$ cat src/rtl/systolic_array_ctrl.sv
// Sequencer for a ROWSxCOLS weight-stationary systolic array: weight load, skewed activation stream,
// deskewed result capture into a credit-protected FIFO. Define SA_CTRL_PERF_EN for perf_cycles/perf_stalls.
module systolic_array_ctrl #(
    parameter int ROWS       = 4,
    parameter int COLS       = 4,
    parameter int DW         = 8,
    parameter int ACCW       = 24,
    parameter int ARRAY_LAT  = 4,
    parameter int FIFO_DEPTH = 4,
    parameter int CNTW       = 16
) (
    input  logic                 clk,
    input  logic                 rst,
    input  logic                 start,
    input  logic [CNTW-1:0]      num_vec,
    output logic                 busy,
    output logic                 done,
`ifdef SA_CTRL_PERF_EN
    output logic [31:0]          perf_cycles,
    output logic [31:0]          perf_stalls,
`endif
    input  logic [COLS*DW-1:0]   w_data,
    input  logic                 w_valid,
    output logic                 w_ready,
    input  logic [ROWS*DW-1:0]   act_data,
    input  logic                 act_valid,
    output logic                 act_ready,
    output logic [ROWS*ACCW-1:0] res_data,
    output logic                 res_valid,
    input  logic                 res_ready,
    output logic                 sa_load_weight,
    output logic [COLS*DW-1:0]   sa_in_n,
    output logic [ROWS*ACCW-1:0] sa_in_w,
    input  logic [ROWS*ACCW-1:0] sa_out_e
);
    // state    | meaning
    // S_IDLE   | waiting for start
    // S_LOAD_W | accepting ROWS weight words
    // S_STREAM | accepting num_vec activation vectors
    // S_DRAIN  | waiting for in-flight results and an empty FIFO
    // S_DONE   | one-cycle done pulse
    typedef enum logic [2:0] {S_IDLE, S_LOAD_W, S_STREAM, S_DRAIN, S_DONE} state_t;

    localparam int TAGN = ROWS + ARRAY_LAT;
    localparam int CW   = $clog2(FIFO_DEPTH + 1);
    localparam int PW   = (FIFO_DEPTH > 1) ? $clog2(FIFO_DEPTH) : 1;
    localparam int WCW  = $clog2(ROWS + 1);

    state_t               state_q, state_d;
    logic [CNTW-1:0]      remain_q, remain_d;
    logic [WCW-1:0]       wcnt_q, wcnt_d;
    logic [CW-1:0]        inflight_q, inflight_d, count_q, count_d;
    logic [PW-1:0]        wr_ptr_q, wr_ptr_d, rd_ptr_q, rd_ptr_d;
    logic [TAGN-1:0]      tag_q, tag_d;
    logic [ROWS*ACCW-1:0] mem_q [FIFO_DEPTH];
    logic [ROWS*ACCW-1:0] mem_d [FIFO_DEPTH];
    logic                 sa_load_weight_q, sa_load_weight_d;
    logic [COLS*DW-1:0]   sa_in_n_q, sa_in_n_d;
    logic [ROWS*ACCW-1:0] aligned;
    logic                 start_acc, w_acc, act_acc, push, pop, credit_ok;

    assign start_acc = start && (state_q == S_IDLE);
    assign w_acc     = w_valid && w_ready;
    assign act_acc   = act_valid && act_ready;
    assign push      = tag_q[TAGN-1];
    assign pop       = res_valid && res_ready;
    assign credit_ok = ((CW+1)'(count_q) + (CW+1)'(inflight_q)) < (CW+1)'(FIFO_DEPTH);

    always_ff @(posedge clk or posedge rst) begin
        if (rst) state_q <= S_IDLE;
        else     state_q <= state_d;
    end

    always_comb begin
        state_d  = state_q;
        remain_d = remain_q;
        wcnt_d   = wcnt_q;
        case (state_q)
            S_IDLE: if (start_acc) begin
                remain_d = num_vec;
                wcnt_d   = '0;
                state_d  = S_LOAD_W;
            end
            S_LOAD_W: if (w_acc) begin
                wcnt_d = wcnt_q + WCW'(1);
                if (wcnt_q == WCW'(ROWS - 1))
                    state_d = (remain_q == '0) ? S_DRAIN : S_STREAM;
            end
            S_STREAM: if (act_acc) begin
                remain_d = remain_q - CNTW'(1);
                if (remain_q == CNTW'(1)) state_d = S_DRAIN;
            end
            S_DRAIN: if (inflight_q == '0 && count_q == '0) state_d = S_DONE;
            S_DONE: state_d = S_IDLE;
            default: state_d = S_IDLE;
        endcase
    end

    always_comb begin
        busy      = (state_q != S_IDLE);
        done      = (state_q == S_DONE);
        w_ready   = (state_q == S_LOAD_W);
        act_ready = (state_q == S_STREAM) && credit_ok && (remain_q != '0);
        res_valid = (count_q != '0);
        res_data  = mem_q[rd_ptr_q];
    end

    always_comb begin
        sa_load_weight_d = w_acc;
        sa_in_n_d        = w_acc ? w_data : '0;
        tag_d            = {tag_q[TAGN-2:0], act_acc};
        inflight_d       = inflight_q + CW'(act_acc) - CW'(push);
        count_d          = count_q + CW'(push) - CW'(pop);
        wr_ptr_d         = wr_ptr_q;
        rd_ptr_d         = rd_ptr_q;
        mem_d            = mem_q;
        if (push) begin
            mem_d[wr_ptr_q] = aligned;
            wr_ptr_d = (wr_ptr_q == PW'(FIFO_DEPTH - 1)) ? '0 : wr_ptr_q + PW'(1);
        end
        if (pop)
            rd_ptr_d = (rd_ptr_q == PW'(FIFO_DEPTH - 1)) ? '0 : rd_ptr_q + PW'(1);
    end

    always_ff @(posedge clk or posedge rst) begin
        if (rst) begin
            remain_q         <= '0;
            wcnt_q           <= '0;
            inflight_q       <= '0;
            count_q          <= '0;
            wr_ptr_q         <= '0;
            rd_ptr_q         <= '0;
            tag_q            <= '0;
            sa_load_weight_q <= 1'b0;
            sa_in_n_q        <= '0;
            for (int i = 0; i < FIFO_DEPTH; i++) mem_q[i] <= '0;
        end else begin
            remain_q         <= remain_d;
            wcnt_q           <= wcnt_d;
            inflight_q       <= inflight_d;
            count_q          <= count_d;
            wr_ptr_q         <= wr_ptr_d;
            rd_ptr_q         <= rd_ptr_d;
            tag_q            <= tag_d;
            sa_load_weight_q <= sa_load_weight_d;
            sa_in_n_q        <= sa_in_n_d;
            mem_q            <= mem_d;
        end
    end

    assign sa_load_weight = sa_load_weight_q;
    assign sa_in_n        = sa_in_n_q;

    // Lane r: r+1 skew stages in; ROWS-1-r deskew stages out, so every lane lines up with tag_q[TAGN-1].
    for (genvar r = 0; r < ROWS; r++) begin : g_row
        logic [ACCW-1:0] sk_q [r+1];
        logic [ACCW-1:0] sk_d [r+1];

        always_comb begin
            sk_d[0] = act_acc ? ACCW'(act_data[DW*r +: DW]) : '0;
            for (int s = 1; s <= r; s++) sk_d[s] = sk_q[s-1];
        end

        always_ff @(posedge clk or posedge rst) begin
            if (rst) for (int s = 0; s <= r; s++) sk_q[s] <= '0;
            else     sk_q <= sk_d;
        end

        assign sa_in_w[r*ACCW +: ACCW] = sk_q[r];

        if (r < ROWS - 1) begin : g_dsk
            localparam int N = ROWS - 1 - r;
            logic [ACCW-1:0] ds_q [N];
            logic [ACCW-1:0] ds_d [N];

            always_comb begin
                ds_d[0] = tag_q[r+ARRAY_LAT] ? sa_out_e[r*ACCW +: ACCW] : '0;
                for (int s = 1; s < N; s++) ds_d[s] = ds_q[s-1];
            end

            always_ff @(posedge clk or posedge rst) begin
                if (rst) for (int s = 0; s < N; s++) ds_q[s] <= '0;
                else     ds_q <= ds_d;
            end

            assign aligned[r*ACCW +: ACCW] = ds_q[N-1];
        end else begin : g_last
            assign aligned[r*ACCW +: ACCW] = sa_out_e[r*ACCW +: ACCW];
        end
    end

`ifdef SA_CTRL_PERF_EN
    logic [31:0] perf_cycles_q, perf_cycles_d, perf_stalls_q, perf_stalls_d;

    always_comb begin
        perf_cycles_d = perf_cycles_q;
        perf_stalls_d = perf_stalls_q;
        if (start_acc) begin
            perf_cycles_d = '0;
            perf_stalls_d = '0;
        end else begin
            if (busy && perf_cycles_q != '1) perf_cycles_d = perf_cycles_q + 32'd1;
            if ((state_q == S_STREAM) && act_valid && !act_ready && perf_stalls_q != '1)
                perf_stalls_d = perf_stalls_q + 32'd1;
        end
    end

    always_ff @(posedge clk or posedge rst) begin
        if (rst) begin
            perf_cycles_q <= '0;
            perf_stalls_q <= '0;
        end else begin
            perf_cycles_q <= perf_cycles_d;
            perf_stalls_q <= perf_stalls_d;
        end
    end

    assign perf_cycles = perf_cycles_q;
    assign perf_stalls = perf_stalls_q;
`endif
endmodule

$ cat config.mk
export PLATFORM = sky130hd
export DESIGN_NAME = systolic_array_ctrl
export DESIGN_NICKNAME = d
export VERILOG_FILES = /design/src/rtl/systolic_array_ctrl.sv
export SDC_FILE = /design/constraint.sdc
export NUM_CORES = 1
export LEC_CHECK = 0
export CAP_MARGIN = 20
export CORE_MARGIN = 2
export CORE_UTILIZATION = 49
export CTS_CLUSTER_DIAMETER = 80
export DETAILED_ROUTE_END_ITERATION = 10
export GPL_TIMING_DRIVEN = 1
export PLACE_DENSITY_LB_ADDON = 0.08
export SLEW_MARGIN = 20
export SYNTH_ARGS = -nofsm -noshare
export SYNTH_HDL_FRONTEND = slang
export SYNTH_SLANG_ARGS = --single-unit
$ cat constraint.sdc
create_clock -name clk -period 21.5 [get_ports clk]
set_clock_uncertainty 0.1 [all_clocks]
set_input_delay 2.15 -clock clk [delete_from_list [all_inputs] [get_ports clk]]
set_output_delay 2.15 -clock clk [all_outputs]
set_load 0.02 [all_outputs]
# After elaboration in Yosys (flattened, before gate mapping)
# Index checks and enable logic that the tools add are counted.
[totals]
out_inout_bits = 230
register_bits = 681
input_bits = 182
[op_classes]
muxes = 30
bitwise = 2
add_sub_neg = 9
magnitude_cmp = 4
reduce_logical = 20
n_eq_ne = 14
[op_table]
columns = ["cell", "count"]
rows = [
  ["$bwmux 384", 1],
  ["$mux 96", 3],
  ["$bmux 96 s2", 1],
  ["$demux 96 s2", 1],
  ["$mux 24", 3],
  ["$mux 16", 2],
  ["$mux 32", 1],
  ["$mux 8", 4],
  ["$pmux 16 s2", 1],
  ["$mux 3", 8],
  ["$eq 16x1->1 const B", 1],
  ["$logic_not 16->1", 1],
  ["$reduce_bool 16->1", 1],
  ["$sub 16x1->16 const B", 1],
  ["$pmux 3 s4", 1],
  ["$eq 3x2->1 const B", 3],
  ["$logic_not 3->1", 3],
  ["$logic_and 1x1->1", 8],
  ["$ne 2x2->1 const B", 4],
  ["$add 3x1->3", 2],
  ["$ge 3x3->1 const B", 2],
  ["$not 2->3", 2],
  ["$pmux 3 s2", 1],
  ["$reduce_and 3->1", 2],
  ["other kinds (15)", 22],
]

# Logic depth before layout (Yosys ltp)
# Gate-level depths: netlist of the first run.
[depth]
ltp_word = 7
mapped_depth = 12
mapped_depth_nobuf = 11

# Least setup slack after synthesis of the first run
# No wires, ideal clock.
[synth_timing]
kind = "reg2out"
start = "register remain_q[0]"
end = "output act_ready"
t_arrival_ns = 1.825
required_ns = 19.250
setup_slack_ns = 17.425
n_path_buf = 2
stages_incl_launch_ff = 8
cell_sequence = "dfrtp_1 -> inv_1 -> ha_1 -> nor3b_2 -> and4_1 -> buf_4 -> buf_4 -> nor3_1"
[synth_between]
elab_chain_len = 2
[synth_lines]
columns = ["item", "line_no", "source"]
rows = [
  ["from (decl)", "50", "logic [CNTW-1:0] remain_q, remain_d;"],
  ["from (signal assigned)", "138", "remain_q <= remain_d;"],
  ["$reduce_bool 16->1", "103", "act_ready = (state_q == S_STREAM) && credit_ok && (remain_q != '0);"],
  ["$logic_and 1x1->1", "103", ""],
  ["to (decl)", "27", "output logic act_ready,"],
]
# No other way between the ends.

# Worst setup path after layout of the first run
[layout_timing]
start = "register rd_ptr_q[1]"
end = "output res_data[76]"
[layout_between]
elab_chain_len = 4
[layout_lines]
columns = ["item", "line_no", "source"]
rows = [
  ["from (decl)", "53", "logic [PW-1:0] wr_ptr_q, wr_ptr_d, rd_ptr_q, rd_ptr_d;"],
  ["from (signal assigned)", "143", "rd_ptr_q <= rd_ptr_d;"],
  ["$not 2->3 (not written as such)", "105", "res_data = mem_q[rd_ptr_q];"],
  ["$bmux 96 s2", "105", ""],
  ["$mux 96 (not written as such) (2 in series)", "105", ""],
  ["to (decl)", "28", "output logic [ROWS*ACCW-1:0] res_data,"],
]
# No other way between the ends. The select of a mux whose other input is x is not followed.

==> impl_metrics.ini, run 1 <==
[pwr]
p_int_mw = 2.66
power.total_mw = 3.66
powerDensity_mw_per_mm2 = 111
seq_power_share_pct = 43.5
switchingPower_mw = 1.00
leakagePower_nw = 15.7
ir_drop_mv = 0.0616
clockPowerShare_pct = 34.8
power_frac_comb_pct = 21.7
power_switching_share_pct = 27.4

[flow_run]
cap_violations = 0

[hold_path]
whs_endpoint = g_row[0].g_dsk.ds_d[23]
hold_path_depth = 0
min_path_type = reg -> reg
min-delay-start = g_row[0].g_dsk.ds_d[47]

[place]
hpwl_um = 34300
port_buffers = 347
gp_congestion = 0.807

[timing]
hold_violations = 0
tightest_slew_ps = 1030
min_period_over_period_pct = 27.4
fin_crit_ps = 5900
drv_slew = 0
finalSetupViolCount = 0
setup_tns_ps = 0
relSlewSlack_pct = 30.5
rsz0062_at_grt = no
fmax_ghz = 0.170

[drt]
vias = 14500
drtPass1Iterations = 6
viasPerCell = 5.30
drc = 0
final_antenna_net_count = 0
drt_iter0_drc = 747
wirelength_um = 56600
wl_per_cell_um = 20.7

[worst_setup_path]
rr_startpoint = remain_q[4]
critPathKind = reg -> out
r2r_end = inflight_q[2]
worstSetupEndpointType = output port
rr_worst_depth = 10
cp_data_arrival_time_ps = 3650
r2r_slack_ps = 17640
cp_max_fo = 55
required_ps = 19250
start_kind = flip-flop

[grt]
grt_pass1_wl_um = 89300
grt_start_max_net_pins = 189
grt_pass1_vias = 15700
overflow = 0
antenna_found_initial = 3
grt_util_all_layers_pct = 20.6

[final_layout]
nets = 2179
drive_above_1_share_pct = 30.8
layout_commonest_cell = dfrtp_1
final_cell_mix = dfrtp_1, mux2_2, clkdlybuf4s50_1
syn_to_final_growth_pct = 24.0
postLayoutCoreUtil_pct = 61.3
num_antenna_cells = 0

[floorplan]
io_pins = 412
initial_utilization_pct = 49.4
die_w_um = 237
row_count = 85
die_area_mm2 = 0.0561
fp.coreArea_mm2 = 0.0537
die_y_um = 237

[synth]
synth_area_leaders = dfrtp_1, mux2_2, mux4_2, and2_1, buf_4
ys_seq_elements = 681
synth_cell_types = 54
synth_top_area_share_pct = 64.2
async_flop_share_pct = 100
syn_area_per_cell_um2 = 16.3
yosys_most_used_dff = dfrtp_1
synth_top_cell_by_area = dfrtp_1
ys_seq_area_share_pct = 64.2
syn_inst = 1634
ys_warn_count = 0
netlist_area_mm2 = 0.0266
synth_edf_count = 0

[clocking]
cts_made_buffers = 73
cts_setup_buffers = 0
htree_num_levels = 3
cts_resized = 0
clk_latency_ps = 610
clockBufferDepth = 3
cts.reportedPaths.clkPinSlew_ps = 60
cts_tree = yes
numClockSinks = 681
cts-hold-fix-buffers = 0
cts_root_buffer = clkbuf_16

[run_status]
outcome = complete, no violations
==> final cells by class <==
type	count	area [um^2]
Clock buffer	110	2180
Timing Repair Buffer	361	3610
Clock inverter	19	290
Fill cell	4052	20800
Inverter	20	87.6
Multi-Input combinational cell	843	8840
Sequential cell	681	17000
Tap cell	696	871
==> Yosys cell counts (3+ instances only) <==
cell type	count
a211o_1	4
a221o_1	3
a32o_1	5
a32oi_1	4
and2_1	106
and3_1	32
buf_1	31
buf_2	32
buf_4	66
clkbuf_1	23
dfrtp_1	681
ha_1	15
inv_1	19
mux2_2	385
mux4_2	96
nand2_1	23
nand3_1	13
nand4_1	7
nand4b_1	3
nor2_1	6
nor3_1	9
nor3b_1	4
nor4_1	6
o211ai_1	12
o21ai_0	7
or3_1	3
xnor2_1	3
==> flip-flops by register name (all words and copies together), names as in the netlist <==
name              flops
rd_ptr_q              2
remain_q             16
g_row.g_dsk.ds_d     72
wr_ptr_q              2
aligned              48
mem_q               384
sa_in_w              24
wcnt_q                3
inflight_q            3
count_q               3
g_row.sk_q            8
sa_load_weight        1
sa_in_n              32
tag_q                 8
state_q               3
g_row.sk_d           48
g_row.g_dsk.ds_q     24
==> cells by family (layout without fill, tap and decap cells) <==
family / Yosys count / count (layout) / synth area share, %
other cells: 1 / 64 / 0.0141
xor+xnor: 4 / 4 / 0.132
mux: 481 / 481 / 24.5
flops: 681 / 681 / 64.2
buf+inv: 173 / 510 / 3.56
compound gates: 47 / 47 / 1.39
fa+ha+maj: 17 / 17 / 0.858
simple gates: 230 / 230 / 5.40
==> per-stage QoR <==
step | hold slack (ps) | cell area, um^2 | setup WS (ps) | instances
2_1_floorplan | 231 | 26800 | 159 | 1697
3_3_place_gp | 231 | 30400 | 15950 | 2601
3_5_place_dp | 235 | 30400 | 15920 | 2601
4_1_cts | 245 | 32900 | 15460 | 2730
5_1_grt | 251 | 32900 | 15400 | 2730
6_report | 243 | 32900 | 15600 | 2730
==> power by group through the flow <==
stage	clock [mW]	sequential, mW	combinational, mW
2_1_floorplan	0	1.56	0.577
3_3_place_gp	0	1.61	0.795
3_5_place_dp	0	1.61	0.807
4_1_cts	1.31	1.59	0.810
5_1_grt	1.37	1.61	0.856
6_report	1.27	1.59	0.795
==> critical path, stage by stage, from the launching register on <==
cell,delay [ps]
dfrtp_4,930
buf_4,870
mux4_2,600
clkdlybuf4s50_1,590
==> worst max path at each step <==
stage / to / start / depth (start not counted) / slack [ps]
finish: res_data[76] / rd_ptr_q[1] / 3 / 15600
global route: res_data[73] / rd_ptr_q[1] / 3 / 15400
CTS: res_data[73] / rd_ptr_q[1] / 3 / 15460
detailed placement: remain_q[12] / rst / 4 / 15920
global placement: g_row[1].sk_d[7] / rst / 4 / 15950
floorplan: aligned[0] / rst / 1 / 160
==> metal layers <==
layer	vias up	part of all wire (%)	track usage (%)	routed length [um]
li1	6406	-	-	-
met4	6	2.2	5.72	1240
met1	7615	41	26.3	23400
met3	90	6.5	6.35	3650
met2	360	50	34.3	28300
met5	-	0.072	0	41
Note: power is estimated with default switching activity, not from simulation.
==> inputs of run 2 (changes only) <==
==> constraint.sdc (replaced) <==
create_clock -name clk -period 5.4 [get_ports clk]
set_clock_uncertainty 0.1 [all_clocks]
set_input_delay 0.54 -clock clk [delete_from_list [all_inputs] [get_ports clk]]
set_output_delay 0.54 -clock clk [all_outputs]
set_load 0.02 [all_outputs]
==> run 2 against run 1 <==
Compared with the run above:
- clock power rose to 3.9 times the previous value
- hold slack better by 1.1 ps
- die area unchanged
- non-clock buffer count up 8
- combinational power rose to 4.0 times the previous value
- first-iteration DRC count down 10%
- wire length up 1.3%
- core utilization up 0.10 points
- worst setup slack worse by 14000 ps
- global-route usage up 0.29 points
- via count up 0.27%
- total power rose to 4.0 times the previous value
- critical endpoint is now act_ready
==> impl_metrics.ini, run 2 (synthesis results as in run 1) <==
[worst_setup_path]
cp_max_fo = 19
critPathMaxStageDelay_ps = 840
cp_data_arrival_time_ps = 3410
required_ps = 4760
start_kind = flip-flop
path_cells = nor4_2, and4_1, nor3_1, clkdlybuf4s50_1
worstSetupEndpointType = output port
rr_worst_depth = 9
critPathSlowestCell = nor4_2
critPathKind = reg -> out

[timing]
relSlewSlack_pct = 29.2
finalSetupViolCount = 0
hold-worst-slack_ps = 244
rsz0062_at_grt = no
drv_slew = 0
hold_violations = 0
fin_crit_ps = 4050
fmax_ghz = 0.247
tightest_slew_ps = 1060
min_period_over_period_pct = 74.9
setup_tns_ps = 0

[drt]
viasPerCell = 5.30
final_antenna_net_count = 0
drt_iter0_drc = 672
drc = 0
drtPass1Iterations = 5
wl_per_cell_um = 20.9
vias = 14500
wirelength_um = 57300

[grt]
grt_start_max_net_pins = 193
grt_util_all_layers_pct = 20.9
grt_pass1_wl_um = 90200
antenna_found_initial = 6
grt_pass1_vias = 15800
overflow = 0

[final_layout]
nets = 2186
regMostFlops = mem_q
syn_to_final_growth_pct = 24.2
drive_above_1_share_pct = 30.8
final_cell_mix = dfrtp_1, mux2_2, clkdlybuf4s50_1
layout_commonest_cell = dfrtp_1
largest_reg_flops = 384
fin_area_mm2 = 0.0330

[floorplan]
row_count = 85
io_pins = 412
die_w_um = 237
die_y_um = 237
initial_utilization_pct = 49.4
fp.coreArea_mm2 = 0.0537
die_area_mm2 = 0.0561

[clocking]
cts_setup_buffers = 0
cts_tree = yes
cts_root_buffer = clkbuf_16
htree_num_levels = 3
numClockSinks = 681
cts-hold-fix-buffers = 0
cts_made_buffers = 72
cts.reportedPaths.clkPinSlew_ps = 60
clockBufferDepth = 3
clk_latency_ps = 600
cts_resized = 0

[pwr]
ir_drop_mv = 0.245
switchingPower_mw = 3.99
p_int_mw = 10.5
power_switching_share_pct = 27.6
powerDensity_mw_per_mm2 = 438
seq_power_share_pct = 44.1
leakagePower_nw = 15.7
power_frac_comb_pct = 21.9
power.total_mw = 14.5
clockPowerShare_pct = 34.0

[place]
port_buffers = 347
hpwl_um = 35700
place_area_mm2 = 0.0306
gp_congestion = 0.823

[run_status]
outcome = complete, no violations

[hold_path]
min_path_type = reg -> reg
hold_path_depth = 0

[flow_run]
cap_violations = 0
-- run 2: cell types whose count changed in the layout (fill, tap and decap cells not counted), sizes merged --
cell / before / now
diode: 0 / 3
buf: 14 / 22
inv: 22 / 19
clkinvlp: 0 / 4
clkinv: 11 / 14
clkbuf: 110 / 103
-- run 2: metrics by stage --
stage	setup WS, ps	cells	utilization (%)
finish	1350	2738	61.4
global route	1140	2738	61.4
CTS	1360	2734	61.3
detailed placement	1980	2608	56.9
global placement	2020	2607	56.9
floorplan	-4560	1697	-
-- run 2: worst paths after layout --
check / from / endpoint / slack (ps)
min in group asynchronous: rst / g_row[2].g_dsk.ds_q[10] / 280
max in group asynchronous: rst / mem_q[316] / 3350
setup / recovery: remain_q[4] / act_ready / 1350
hold reg to reg: g_row[0].g_dsk.ds_d[6] / aligned[6] / 240
hold / removal: g_row[0].g_dsk.ds_d[6] / aligned[6] / 240
setup reg to reg: remain_q[4] / inflight_q[2] / 1930
-- run 2: metal layers --
metal | track usage, % | share of wire, % | vias to the layer above | routed length (um)
met5 | 0 | 0.077 | - | 44
met4 | 6.43 | 2.6 | 6 | 1470
met3 | 6.40 | 6.7 | 101 | 3810
met2 | 34.0 | 49 | 370 | 28100
met1 | 27.2 | 42 | 7602 | 23900
li1 | - | - | 6437 | -
-- run 2: critical path: cells and delay by family (launching register included) --
kind	cells	cell delay (ps)
buffers and inverters	1	570
and+or+nand+nor	3	1790
DFF	1	440
-- run 2: final cells by class --
type                    count  area, um^2
well taps                 696         871
clock inverters            23         329
multi-input cells         843        8840
flip-flops and latches    681       17000
clock buffers             103        2050
repair buffers            369        3750
inverters                  20        78.8
fillers                  4010       20700
diodes                      3        7.51
-- run 2: power groups by stage --
stage	Clock (mW)	Sequential [mW]	Combinational [mW]
2_1_floorplan	0	6.20	2.30
3_3_place_gp	0	6.44	3.15
3_5_place_dp	0	6.48	3.20
4_1_cts	5.06	6.39	3.21
5_1_grt	5.28	6.49	3.42
6_report	4.91	6.38	3.17
==> edit: new RTL, flow settings as in run 1 <==
The 5 states of `state_t` get a one-hot encoding in 5 bits.
--- a/src/rtl/systolic_array_ctrl.sv
+++ b/src/rtl/systolic_array_ctrl.sv
@@ -40,5 +40,5 @@
     // S_DRAIN  | waiting for in-flight results and an empty FIFO
     // S_DONE   | one-cycle done pulse
-    typedef enum logic [2:0] {S_IDLE, S_LOAD_W, S_STREAM, S_DRAIN, S_DONE} state_t;
+    typedef enum logic [4:0] {S_IDLE = 5'b00001, S_LOAD_W = 5'b00010, S_STREAM = 5'b00100, S_DRAIN = 5'b01000, S_DONE = 5'b10000} state_t;
 
     localparam int TAGN = ROWS + ARRAY_LAT;
Check against the original RTL: no difference found for any inputs over 4 cycles, from zero or initial values and one cycle with rst high; so few cycles prove little.
==> edit against run 1 <==
Final cell count increased by 0.55%; design area down 0.19%; die area is essentially flat; non-clock buffer count increased by 2; first-iteration DRC count decreased by 15%; synthesized area hardly changed; power decreased by 13%; wire length fell by 2.5%; setup slack got worse by 50 ps; sequential cell count is 2 higher; register-to-register slack better by 750 ps.
==> edit: results (changes against run 1) <==
Parameter                              Value

Worst setup path
  Launch instance of the worst register-to-register path ... remain_q[0]$_DFFE_PP0P_
  Worst endpoint data arrival time ... 3700 ps (+50 ps)
  Cells on worst reg2reg path ... 13 (+3)
  Reg-to-reg slack, setup ... 18390 ps (+750 ps)
  Maximum fanout count along the critical path ... 58 (+5.5%)
  Worst R2R End ... inflight_q[2]$_DFF_PP0_

Finish
  Max FFs per register ... 384 (unchanged)
  Layout cell share with drive strength beyond 1 ... 31.0% (+0.21 points)
  Number of nets in the final layout ... 2196 (+0.78%)
  Filler cell count ... 4034 (-0.44%)

Status
  Status ... finished clean

Synth
  Synth Warn # ... 0 (unchanged)
  Compound-Gate Fraction of Synth Area ... 1.34% (-0.056 points)
  Syn_area_per_cell ... 16.2 µm² (-0.62%)
  Adder-cell area share of the yosys netlist ... 0.858% (about the same)
  Share of flip-flops with an asynchronous set or reset after synthesis ... 100% (unchanged)
  Xor/xnor cell area share of the yosys netlist ... 0.165% (+0.033 points)
  Sequential share of the synthesized area ... 64.4% (+0.20 points)
  Mux share of post-synthesis cell area ... 24.6% (+0.084 points)
  Most area-consuming cells after synthesis ... dfrtp_1 64%, mux2_2 16%, mux4_2 8.1%, and2_1 3.2%, buf_4 1.8%
  List of most frequent post-synthesis cells ... 682 x dfrtp_1, 386 x mux2_2, 137 x and2_1
  Main flop type after synthesis ... dfrtp_1

CTS
  Clock transition at path regs ... 60 ps (about the same)
  Number of buffers inserted by post-CTS setup repair ... 0 (unchanged)
  Clock latency on the worst-skew pair ... 590 ps (-20 ps)
  Clock Root Buffer ... clkbuf_16
  Number of buffers on the longest clock path ... 3 (unchanged)
  Clock buffers created by TritonCTS ... 72 (-1.4%)
  Number of cells upsized or downsized after cts ... 0 (unchanged)

GRT
  Gr usage total ... 20.2% (-0.40 points)
  Largest net degree at the start of global routing ... 175 (-7.4%)
  Wire length of the first global-routing pass ... 88100 µm (-1.3%)
  Vias in the first global route ... 15518 (-1.2%)
  Antenna violations before repair ... 6 (+3)

Power
  P_leak ... 15.7 nW (about the same)
  Maximum resistive drop on vdd ... 0.0635 mV (+3.1%)

Routing
  Antenna Nets Post-Route ... 0 (unchanged)
  First-pass iteration count of the detailed router ... 4 (-2)
  Wirelength, routed ... 55200 µm (-2.5%)
  Vias/cell ... 5.21 (-1.8%)
  Detailed-route via count ... 14289 (-1.3%)
  Count of routing violations after the opening detailed-route iteration ... 638 (-15%)

Place
  Number of placed cells counting well taps ... 2618 (+0.65%)
  Worst-case setup slack after placement ... 14980 ps (-941 ps)
  Total half-perimeter wirelength after legalization and detailed placement ... 33700 µm (-1.6%)
  Gp weighted congestion ... 0.837 (+3.7%)
  Number of I/O port buffers ... 347 (unchanged)

Worst hold path
  Count of cells along the worst hold path ... 0 (unchanged)
  Hold Path End ... aligned[14]$_DFF_PP0_
  Startpoint of the most critical hold path ... g_row[0].g_dsk.ds_d[14]$_DFF_PP0_

Timing
  Normalized max-slew margin ... 30.8% (+0.31 points)
==> edit: cell count changes after synthesis, moves of 8 or more <==
| cell | delta |
|---|---|
| a21oi_1 | +13 |
| nor2_1 | +8 |
| and3_1 | -31 |
| buf_2 | -10 |
| o211ai_1 | -9 |
| o21ai_0 | +15 |
| and2_1 | +31 |
==> edit: area by class of cell <==
type | count | share of cell area [%]
Multi-Input combinational cell | 861 | 26.8
Clock inverter | 19 | 0.491
Clock buffer | 104 | 6.72
Timing Repair Buffer | 363 | 11.1
Antenna cell | 3 | 0.0228
Tap cell | 696 | 2.65
Inverter | 16 | 0.206
Sequential cell | 683 | 52.0
==> edit: where the power goes <==
part	internal, W	switching (W)	total [W]
clock	0.000735	0.000489	0.00122
sequential	0.00135	0.0000912	0.00144
combinational	0.000257	0.000249	0.000506
total	0.00234	0.000830	0.00317
==> edit: worst max path at each step <==
stage,endpoint,depth (start not counted),slack [ps]
global route,res_data[90],3,15360
global placement,mem_q[181]$_DFFE_PP0P_,5,15130
CTS,res_data[90],3,15430
detailed placement,mem_q[178]$_DFFE_PP0P_,5,14980
floorplan,aligned[0]$_DFF_PP0_,1,100
finish,res_data[90],3,15550
==> edit: worst max-delay path: stages, from the launching register on <==
cell             delay [ps]
dfrtp_4                 920
buf_4                   910
mux4_2                  600
clkdlybuf4s50_1         630
==> edit: layer usage <==
metal,global-route usage (%),vias up,share of wire [%]
met5,0,-,0.071
met2,32.5,359,48
met1,27.1,7434,43
met3,6.05,99,6.6
met4,5.22,6,2.2
li1,-,6391,-
==> edit: cells by family after synthesis <==
kind of cell | count (synthesis)
compound gates | 59
xor+xnor | 5
fa+ha+maj | 17
buf+inv | 163
flops | 683
mux | 483
other cells | 1
simple gates | 233
==> edit: per-stage QoR <==
step | area, µm² | hold WS [ps]
floorplan | 26800 | 231
global placement | 30400 | 231
detailed placement | 30400 | 235
CTS | 32800 | 244
global route | 32900 | 251
finish | 32900 | 236
